File: src/rtl/id_ex_stage_pkg.sv
// Shared ALU definitions: ALUOP classes, R-type funct codes, ALU control codes
// and the ID/EX control bundle. Guarded so the ALU can pull it in as well.
`ifndef ID_EX_STAGE_PKG_SV
`define ID_EX_STAGE_PKG_SV
package id_ex_stage_pkg;

  localparam logic [1:0] ALUOP_ADD   = 2'b00;
  localparam logic [1:0] ALUOP_SUB   = 2'b01;
  localparam logic [1:0] ALUOP_RTYPE = 2'b10;
  localparam logic [1:0] ALUOP_NONE  = 2'b11;

  localparam logic [5:0] FUNCT_ADD = 6'b100000;
  localparam logic [5:0] FUNCT_SUB = 6'b100010;
  localparam logic [5:0] FUNCT_AND = 6'b100100;
  localparam logic [5:0] FUNCT_OR  = 6'b100101;
  localparam logic [5:0] FUNCT_SLT = 6'b101010;

  localparam logic [3:0] ALUCTL_AND     = 4'b0000;
  localparam logic [3:0] ALUCTL_ADD     = 4'b0010;
  localparam logic [3:0] ALUCTL_OR      = 4'b0011;
  localparam logic [3:0] ALUCTL_SLT     = 4'b0100;
  localparam logic [3:0] ALUCTL_SUB     = 4'b0110;
  localparam logic [3:0] ALUCTL_INVALID = 4'b1111;

  typedef struct packed {
    logic [3:0] alu_ctl;
    logic       alusrc;
    logic       regwrite;
    logic       memread;
    logic       memwrite;
    logic       memtoreg;
    logic       valid;
  } ex_ctrl_t;

  // A bubble still carries an ADD code so the ALU sees a harmless operation.
  localparam ex_ctrl_t EX_CTRL_BUBBLE = '{
    alu_ctl:  ALUCTL_ADD,
    alusrc:   1'b0,
    regwrite: 1'b0,
    memread:  1'b0,
    memwrite: 1'b0,
    memtoreg: 1'b0,
    valid:    1'b0
  };

endpackage
`endif

File: src/rtl/id_ex_stage_alu_control.sv
// Combinational ALU control decode: main-decoder ALU class plus R-type funct
// field to the 4-bit ALU operation code.
module alu_control (
  input  logic [1:0] aluop_i,
  input  logic [5:0] funct_i,
  output logic [3:0] alu_ctl_o
);
  import id_ex_stage_pkg::*;

  always_comb begin
    alu_ctl_o = ALUCTL_INVALID;
    case (aluop_i)
      ALUOP_ADD: alu_ctl_o = ALUCTL_ADD;
      ALUOP_SUB: alu_ctl_o = ALUCTL_SUB;
      ALUOP_RTYPE: begin
        case (funct_i)
          FUNCT_ADD: alu_ctl_o = ALUCTL_ADD;
          FUNCT_SUB: alu_ctl_o = ALUCTL_SUB;
          FUNCT_AND: alu_ctl_o = ALUCTL_AND;
          FUNCT_OR:  alu_ctl_o = ALUCTL_OR;
          FUNCT_SLT: alu_ctl_o = ALUCTL_SLT;
          default:   alu_ctl_o = ALUCTL_INVALID;
        endcase
      end
      default: alu_ctl_o = ALUCTL_INVALID;
    endcase
  end

endmodule

File: src/rtl/id_ex_stage.sv
// ID/EX pipeline register with ALU control decode, operand forwarding from
// EX/MEM and MEM/WB, and load-use hazard detection toward the decode stage.
module id_ex_stage #(
  parameter int WIDTH = 32
) (
  input  logic             CLK,
  input  logic             RESET,
  input  logic             STALL,
  input  logic             FLUSH,
  input  logic [WIDTH-1:0] ID_RS_DATA,
  input  logic [WIDTH-1:0] ID_RT_DATA,
  input  logic [15:0]      ID_IMM,
  input  logic [4:0]       ID_RS,
  input  logic [4:0]       ID_RT,
  input  logic [4:0]       ID_RD,
  input  logic [1:0]       ID_ALUOP,
  input  logic [5:0]       ID_FUNCT,
  input  logic             ID_ALUSRC,
  input  logic             ID_REGDST,
  input  logic             ID_REGWRITE,
  input  logic             ID_MEMREAD,
  input  logic             ID_MEMWRITE,
  input  logic             ID_MEMTOREG,
  input  logic             ID_VALID,
  input  logic             MEM_REGWRITE,
  input  logic [4:0]       MEM_RD,
  input  logic [WIDTH-1:0] MEM_RESULT,
  input  logic             WB_REGWRITE,
  input  logic [4:0]       WB_RD,
  input  logic [WIDTH-1:0] WB_RESULT,
  output logic [WIDTH-1:0] EX_IN1,
  output logic [WIDTH-1:0] EX_IN2,
  output logic [3:0]       EX_CONTROL,
  output logic [WIDTH-1:0] EX_STORE_DATA,
  output logic [4:0]       EX_WDEST,
  output logic             EX_REGWRITE,
  output logic             EX_MEMREAD,
  output logic             EX_MEMWRITE,
  output logic             EX_MEMTOREG,
  output logic             EX_VALID,
  output logic             HAZARD
);
  import id_ex_stage_pkg::*;

  logic [WIDTH-1:0] rs_data_q, rs_data_d;
  logic [WIDTH-1:0] rt_data_q, rt_data_d;
  logic [WIDTH-1:0] imm_q, imm_d;
  logic [4:0]       rs_q, rs_d;
  logic [4:0]       rt_q, rt_d;
  logic [4:0]       wdest_q, wdest_d;
  ex_ctrl_t         ctrl_q, ctrl_d;

  logic [3:0]       id_alu_ctl;
  logic [WIDTH-1:0] id_imm_ext;

  alu_control u_alu_control (
    .aluop_i   (ID_ALUOP),
    .funct_i   (ID_FUNCT),
    .alu_ctl_o (id_alu_ctl)
  );

  assign id_imm_ext = {{(WIDTH-16){ID_IMM[15]}}, ID_IMM};

  always_comb begin
    rs_data_d = rs_data_q;
    rt_data_d = rt_data_q;
    imm_d     = imm_q;
    rs_d      = rs_q;
    rt_d      = rt_q;
    wdest_d   = wdest_q;
    ctrl_d    = ctrl_q;
    if (FLUSH) begin
      rs_data_d = '0;
      rt_data_d = '0;
      imm_d     = '0;
      rs_d      = '0;
      rt_d      = '0;
      wdest_d   = '0;
      ctrl_d    = EX_CTRL_BUBBLE;
    end else if (!STALL) begin
      rs_data_d       = ID_RS_DATA;
      rt_data_d       = ID_RT_DATA;
      imm_d           = id_imm_ext;
      rs_d            = ID_RS;
      rt_d            = ID_RT;
      wdest_d         = ID_REGDST ? ID_RD : ID_RT;
      ctrl_d.alu_ctl  = id_alu_ctl;
      ctrl_d.alusrc   = ID_ALUSRC;
      ctrl_d.regwrite = ID_REGWRITE;
      ctrl_d.memread  = ID_MEMREAD;
      ctrl_d.memwrite = ID_MEMWRITE;
      ctrl_d.memtoreg = ID_MEMTOREG;
      ctrl_d.valid    = ID_VALID;
    end
  end

  always_ff @(posedge CLK) begin
    if (RESET) begin
      rs_data_q <= '0;
      rt_data_q <= '0;
      imm_q     <= '0;
      rs_q      <= '0;
      rt_q      <= '0;
      wdest_q   <= '0;
      ctrl_q    <= EX_CTRL_BUBBLE;
    end else begin
      rs_data_q <= rs_data_d;
      rt_data_q <= rt_data_d;
      imm_q     <= imm_d;
      rs_q      <= rs_d;
      rt_q      <= rt_d;
      wdest_q   <= wdest_d;
      ctrl_q    <= ctrl_d;
    end
  end

  // Register 0 is hardwired to zero, so a write targeting it is never forwarded.
  logic rs_mem_hit, rs_wb_hit, rt_mem_hit, rt_wb_hit;
  logic [WIDTH-1:0] rs_fwd, rt_fwd;

  assign rs_mem_hit = MEM_REGWRITE && (MEM_RD != 5'd0) && (MEM_RD == rs_q);
  assign rs_wb_hit  = WB_REGWRITE  && (WB_RD  != 5'd0) && (WB_RD  == rs_q);
  assign rt_mem_hit = MEM_REGWRITE && (MEM_RD != 5'd0) && (MEM_RD == rt_q);
  assign rt_wb_hit  = WB_REGWRITE  && (WB_RD  != 5'd0) && (WB_RD  == rt_q);

  assign rs_fwd = rs_mem_hit ? MEM_RESULT : (rs_wb_hit ? WB_RESULT : rs_data_q);
  assign rt_fwd = rt_mem_hit ? MEM_RESULT : (rt_wb_hit ? WB_RESULT : rt_data_q);

  assign EX_IN1        = rs_fwd;
  assign EX_IN2        = ctrl_q.alusrc ? imm_q : rt_fwd;
  assign EX_STORE_DATA = rt_fwd;
  assign EX_CONTROL    = ctrl_q.alu_ctl;
  assign EX_WDEST      = wdest_q;
  assign EX_REGWRITE   = ctrl_q.regwrite & ctrl_q.valid;
  assign EX_MEMREAD    = ctrl_q.memread  & ctrl_q.valid;
  assign EX_MEMWRITE   = ctrl_q.memwrite & ctrl_q.valid;
  assign EX_MEMTOREG   = ctrl_q.memtoreg;
  assign EX_VALID      = ctrl_q.valid;

  // Load result is not available until after MEM; upstream must stall on this.
  assign HAZARD = EX_MEMREAD && (rt_q != 5'd0) && ((rt_q == ID_RS) || (rt_q == ID_RT));

endmodule

File: config.mk
export PLATFORM = sky130hd
export DESIGN_NAME = id_ex_stage
export DESIGN_NICKNAME = d
export VERILOG_FILES = /design/src/rtl/id_ex_stage_pkg.sv /design/src/rtl/id_ex_stage_alu_control.sv /design/src/rtl/id_ex_stage.sv
export SDC_FILE = /design/constraint.sdc
export NUM_CORES = 1
export LEC_CHECK = 0
export ABC_AREA = 0
export CAP_MARGIN = 30
export CORE_MARGIN = 3
export CORE_UTILIZATION = 45
export CTS_BUF_LIST = sky130_fd_sc_hd__clkbuf_8
export CTS_CLUSTER_DIAMETER = 30
export DETAILED_ROUTE_END_ITERATION = 12
export GPL_ROUTABILITY_DRIVEN = 1
export MAX_ROUTING_LAYER = met4
export PLACE_DENSITY = 0.88
export SLEW_MARGIN = 30
export SYNTH_ARGS = -nofsm -noshare
export SYNTH_HDL_FRONTEND = slang
export SYNTH_SLANG_ARGS = --single-unit
File: constraint.sdc
create_clock -name CLK -period 4.5 [get_ports CLK]
set_input_delay 0.675 -clock CLK [delete_from_list [all_inputs] [get_ports CLK]]
set_output_delay 0.675 -clock CLK [all_outputs]
set_load 0.005 [all_outputs]
=== Yosys cells after proc, flatten, opt, wreduce, memory -nomap -nowiden ===
Index checks and enable logic that the tools add are counted.

* Input bits: 190
* Flip-flop bits (word level): 105
* Logic and storage cells: 51
* Output and inout bits: 111

* Bitwise operators: 3
* Reductions and logical operators: 14
* Equality and inequality tests: 13
* Muxes and demuxes: 8

{| class="wikitable"
|+ Operators with widths
! operator !! count
|-
| $mux W32 || 5
|-
| $eq A5 B5 Y1 || 6
|-
| $eq A6 B6 Y1 const B || 5
|-
| $pmux W4 S5 || 1
|-
| $reduce_bool A5 Y1 || 3
|-
| $pmux W4 S3 || 1
|-
| $logic_and A1 B1 Y1 || 8
|-
| $mux W5 || 1
|-
| $and A1 B1 Y1 || 3
|-
| $eq A2 B1 Y1 const B || 1
|-
| $eq A2 B2 Y1 const B || 1
|-
| $logic_not A2 Y1 || 1
|-
| $reduce_or A2 Y1 || 1
|-
| $logic_or A1 B1 Y1 || 1
|}

=== Depth between registers and ports, before layout ===
* Word-level depth: 6
* Mapped depth: 8

=== By module ===
Synthesis repeated with hierarchy kept, for this count alone.

* Cell total of the unflattened synthesis: 750
* Area total of the unflattened synthesis: 6267.3 µm²

{| class="wikitable"
|+ Modules (own cells, without submodules)
! module !! area an instance (µm²) !! times used !! cells an instance !! sequential area each (µm²)
|-
| id_ex_stage || 6187.2 || 1 || 741 || 2102.0
|-
| alu_control || 80.1 || 1 || 9 || 0.0
|}

=== Worst setup path before layout ===
No wires, ideal clock.

* Path kind: input -> output
* From: input WB_RD[1]
* To: output EX_IN2[10]
* Cell stages on the path: 7
* Arrival: 2.229 ns
* Path slack: 1.596 ns
* Path through: or4_1 o21a_1 and3_1 buf_6 buf_6 mux2i_1 a221oi_1

* Cells in the longest elaborated chain, start to end: 6
* Elaborated cells between the ends (all ways): 7

{| class="wikitable"
|+ Ends and longest elaborated chain
! what !! line !! source
|-
| from (decl) || id_ex_stage.sv:29 || <nowiki>input logic [4:0] WB_RD,</nowiki>
|-
| $reduce_bool A5 Y1 || id_ex_stage.sv:124 || <nowiki>assign rt_wb_hit = WB_REGWRITE && (WB_RD != 5'd0) && (WB_RD == rt_q);</nowiki>
|-
| $logic_and A1 B1 Y1 || id_ex_stage.sv:124 ||
|-
| $logic_and A1 B1 Y1 * || id_ex_stage.sv:124 ||
|-
| $mux W32 * (2 in a row) || id_ex_stage.sv:127 || <nowiki>assign rt_fwd = rt_mem_hit ? MEM_RESULT : (rt_wb_hit ? WB_RESULT : rt_data_q);</nowiki>
|-
| $mux W32 * || id_ex_stage.sv:130 || <nowiki>assign EX_IN2 = ctrl_q.alusrc ? imm_q : rt_fwd;</nowiki>
|-
| to (decl) || id_ex_stage.sv:32 || <nowiki>output logic [WIDTH-1:0] EX_IN2,</nowiki>
|}

Every way passes the cells marked *; elsewhere a longest branch is shown, timed or not.

=== Worst setup path in the final report ===
* From: input WB_RD[2]
* To: output EX_IN2[0]

Same word-level chain as after synthesis.

==> out/results.ini <==
[setup_path]
r2r_end = ctrl_q[5]
r2r-start = ctrl_q[5]
path_cells = clkdlybuf4s50_1 -> or4_1 -> o21a_1 -> and3_1 -> mux2i_1 -> a221oi_1 -> clkdlybuf4s50_1
path_max_fanout = 12
crit_top_cell = clkdlybuf4s50_1
cp-end-kind = output pin
r2r.worst_path.cells = 2
crit_arrival_ps = 3490
worst_ep_required_time_ps = 3830
cp_slowest_cell = clkdlybuf4s50_1
worst_setup_path_start_kind = input pin
r2r_setup_slack_ps = 3420
worst_path_largest_cell_delay_ps = 570
path_class = in2out
path_buf_inv = 2
crit_family = buffers and inverters

[timing]
tightest_slew_ps = 937
finalClockSkew_ps = 0
setup_viol = 0
rsz0062_at_grt = false
setup_tns_ps = 0
slew_viol_final = 0
hold_viol = 0
hold_ws_ps = 469
period_minus_slack_ps = 4170
layout_setup_ws_ps = 333
maxClockFrequency_mhz = 240
fin_crit_sh_pct = 92.6
relSlewSlack_pct = 37.5

[clock_tree]
cts_tree = done
hold_buffers = 0
ctsResizeCount = 0
worstSkewPairLatency_ps = 360
cts.path.max_buffers = 2
numCtsBuffers = 9
cts-root-buf = clkbuf_8
clk_pin_slew_ps = 100
post_cts_buffers = 0
clkSinkCount = 105
htree_levels = 3

[floorplan]
die-area_mm2 = 0.0149
rows = 41
core-area_mm2 = 0.0129
die_w_um = 122
die_h_um = 122
start_util_pct = 47.0
ios = 301

[synth]
ys_seq_elements = 105
synth_cell_types = 34
synth_ff_type = dfxtp_1
post_synth.cell_area_avg_um2 = 8.23
syn-num-nets = 928
syn_area_mm2 = 0.00607
syn_inst = 738
synthArstFlopShare_pct = 0
synth_edf_count = 0
ys_seq_area_share_pct = 34.6
yosys_warnings = 0

[power_and_ir_drop]
sequentialPowerShare_pct = 42.8
p_clk_share_pct = 34.2
swShare_pct = 24.5
p_comb_share_pct = 23.0
power.density_mw_per_mm2 = 246
p_switching_w = 0.000565
ir_worst_vdd_v = 0.000162
p_int_w = 0.00174
leakage_nw = 3.69

[route]
post_drt_wl_per_cell_um = 19.3
avgViaCountPerCell = 5.53
drt.antenna.violating_nets = 0
totalWireLength_um = 22500
drtIter0Drc = 487
dr.pass1.iters = 5
drcViolationCount = 0
vias = 6464

[finish]
drive_gt1_share_pct = 3.82
fillCellCount = 1019
regArea_mm2 = 0.00211
syn_to_final_growth_pct = 54.1
multi_input_area_mm2 = 0.00360
nets = 1180

[place]
pre_cts_slack_ps = 264
portBuffers = 300
place.gp.congestion = 0.890
hpwl_um = 16800

[min_path]
hold_depth = 2
min_from = EX_CONTROL[0]
hold_class = reg2reg
hold_end = EX_CONTROL[0]

[global_route]
grt_pass1_wl_um = 34200
grt_pass1_vias = 6352
antenna_found_initial = 1
grt_max_degree = 81
grt_overflow_total = 0
grt_use_total_pct = 30.1

[status]
status = finished, final reports clean

[flow_run]
maxCapViolCount = 0

synth_stat cells, drive strengths merged (5+ instances only):
cell | count | area (µm²)
nand2 | 38 | 143
mux2i | 145 | 1450
and3 | 22 | 138
o31ai | 20 | 150
a221oi | 32 | 280
xnor2 | 8 | 70.1
dfxtp | 105 | 2100
clkbuf | 43 | 161
inv | 13 | 48.8
o21ai | 33 | 165
buf | 28 | 174
xor2 | 22 | 193
nand3 | 5 | 25.0
nor2 | 164 | 616
a21oi | 20 | 100
nor3 | 19 | 100
sequential cells by signal (all words and copies together) (netlist names):
name and count:
rt_data_q 32, EX_CONTROL 4, EX_WDEST 5, rt_q 5, EX_VALID 1, rs_q 5
imm_q 16, EX_MEMTOREG 1, rs_data_q 32, ctrl_q 4
stage by stage:
step | instances | cell area, µm² | utilization, % | power [W]
after detailed placement | 1151 | 9070 | 70.2 | 0.00153
final | 1168 | 9360 | 72.4 | 0.00230
after global routing | 1168 | 9360 | 72.4 | 0.00239
after floorplan | 738 | 6070 | - | 0.00120
after CTS | 1167 | 9350 | 72.3 | 0.00231
after global placement | 1151 | 9070 | 70.2 | 0.00152
routing by layer:
metal / global-route usage, % / wire length, µm
met4: 12.5 / 912
met3: 5.99 / 1520
met1: 37.0 / 9180
met2: 48.5 / 10900
met5: - / 0
layout by cell type (no fill, tap or decap), types with 7 or more instances in the layout:
cell type,instances
a21oi_1,20
a221oi_1,32
and3_1,22
buf_4,11
clkbuf_8,11
clkdlybuf4s50_1,299
dfxtp_1,104
inv_1,13
mux2i_1,145
nand2_1,38
nor2_1,163
nor3_1,18
o21ai_0,26
o21ai_1,7
o31ai_1,20
xnor2_1,8
xor2_1,22
cell type report:
type	count	share of cell area, %
multi-input cells	549	38.5
repair buffers	312	33.2
flip-flops and latches	105	22.5
well taps	172	2.30
clock buffers	11	1.62
clock inverters	5	1.34
inverters	13	0.522
diodes	1	0.0267
logic make-up (layout without fill, tap and decap cells):
logic type                Yosys count  in the layout  synth area share [%]
AOI/OAI and AO/OA                 112            112                  12.4
other                               0              1                     0
xor gates and xnor gates           30             30                  4.33
and+or+nand+nor                   261            261                  18.3
DFF                               105            105                  34.6
buffers and inverters              84            341                  6.32
muxes                             146            146                  24.1
worst max-delay path by stage:
stage | start | to | slack (ps) | cells past startpoint
global route | WB_RD[2] | EX_IN2[0] | 240 | 7
CTS | MEM_RD[1] | EX_IN2[1] | 260 | 7
detailed placement | MEM_RD[1] | EX_IN2[1] | 260 | 7
floorplan | WB_RD[1] | EX_IN2[10] | 1600 | 7
global placement | MEM_RD[1] | EX_IN2[0] | 360 | 7
finish | WB_RD[2] | EX_IN2[0] | 330 | 7
power groups by stage:
| stage | Sequential, W | Clock [W] | Combinational (W) |
|---|---|---|---|
| floorplan | 0.000993 | 0 | 0.000209 |
| global placement | 0.00100 | 0 | 0.000519 |
| detailed placement | 0.00101 | 0 | 0.000526 |
| CTS | 0.000985 | 0.000799 | 0.000529 |
| global route | 0.000989 | 0.000838 | 0.000568 |
| finish | 0.000985 | 0.000788 | 0.000531 |
tightest hold or removal path, cell delays in order (launching register included):
cell     delay [ps]
dfxtp_1         320
nand2_1          60
a21oi_1          50
Power figures use the tool's default switching activity.
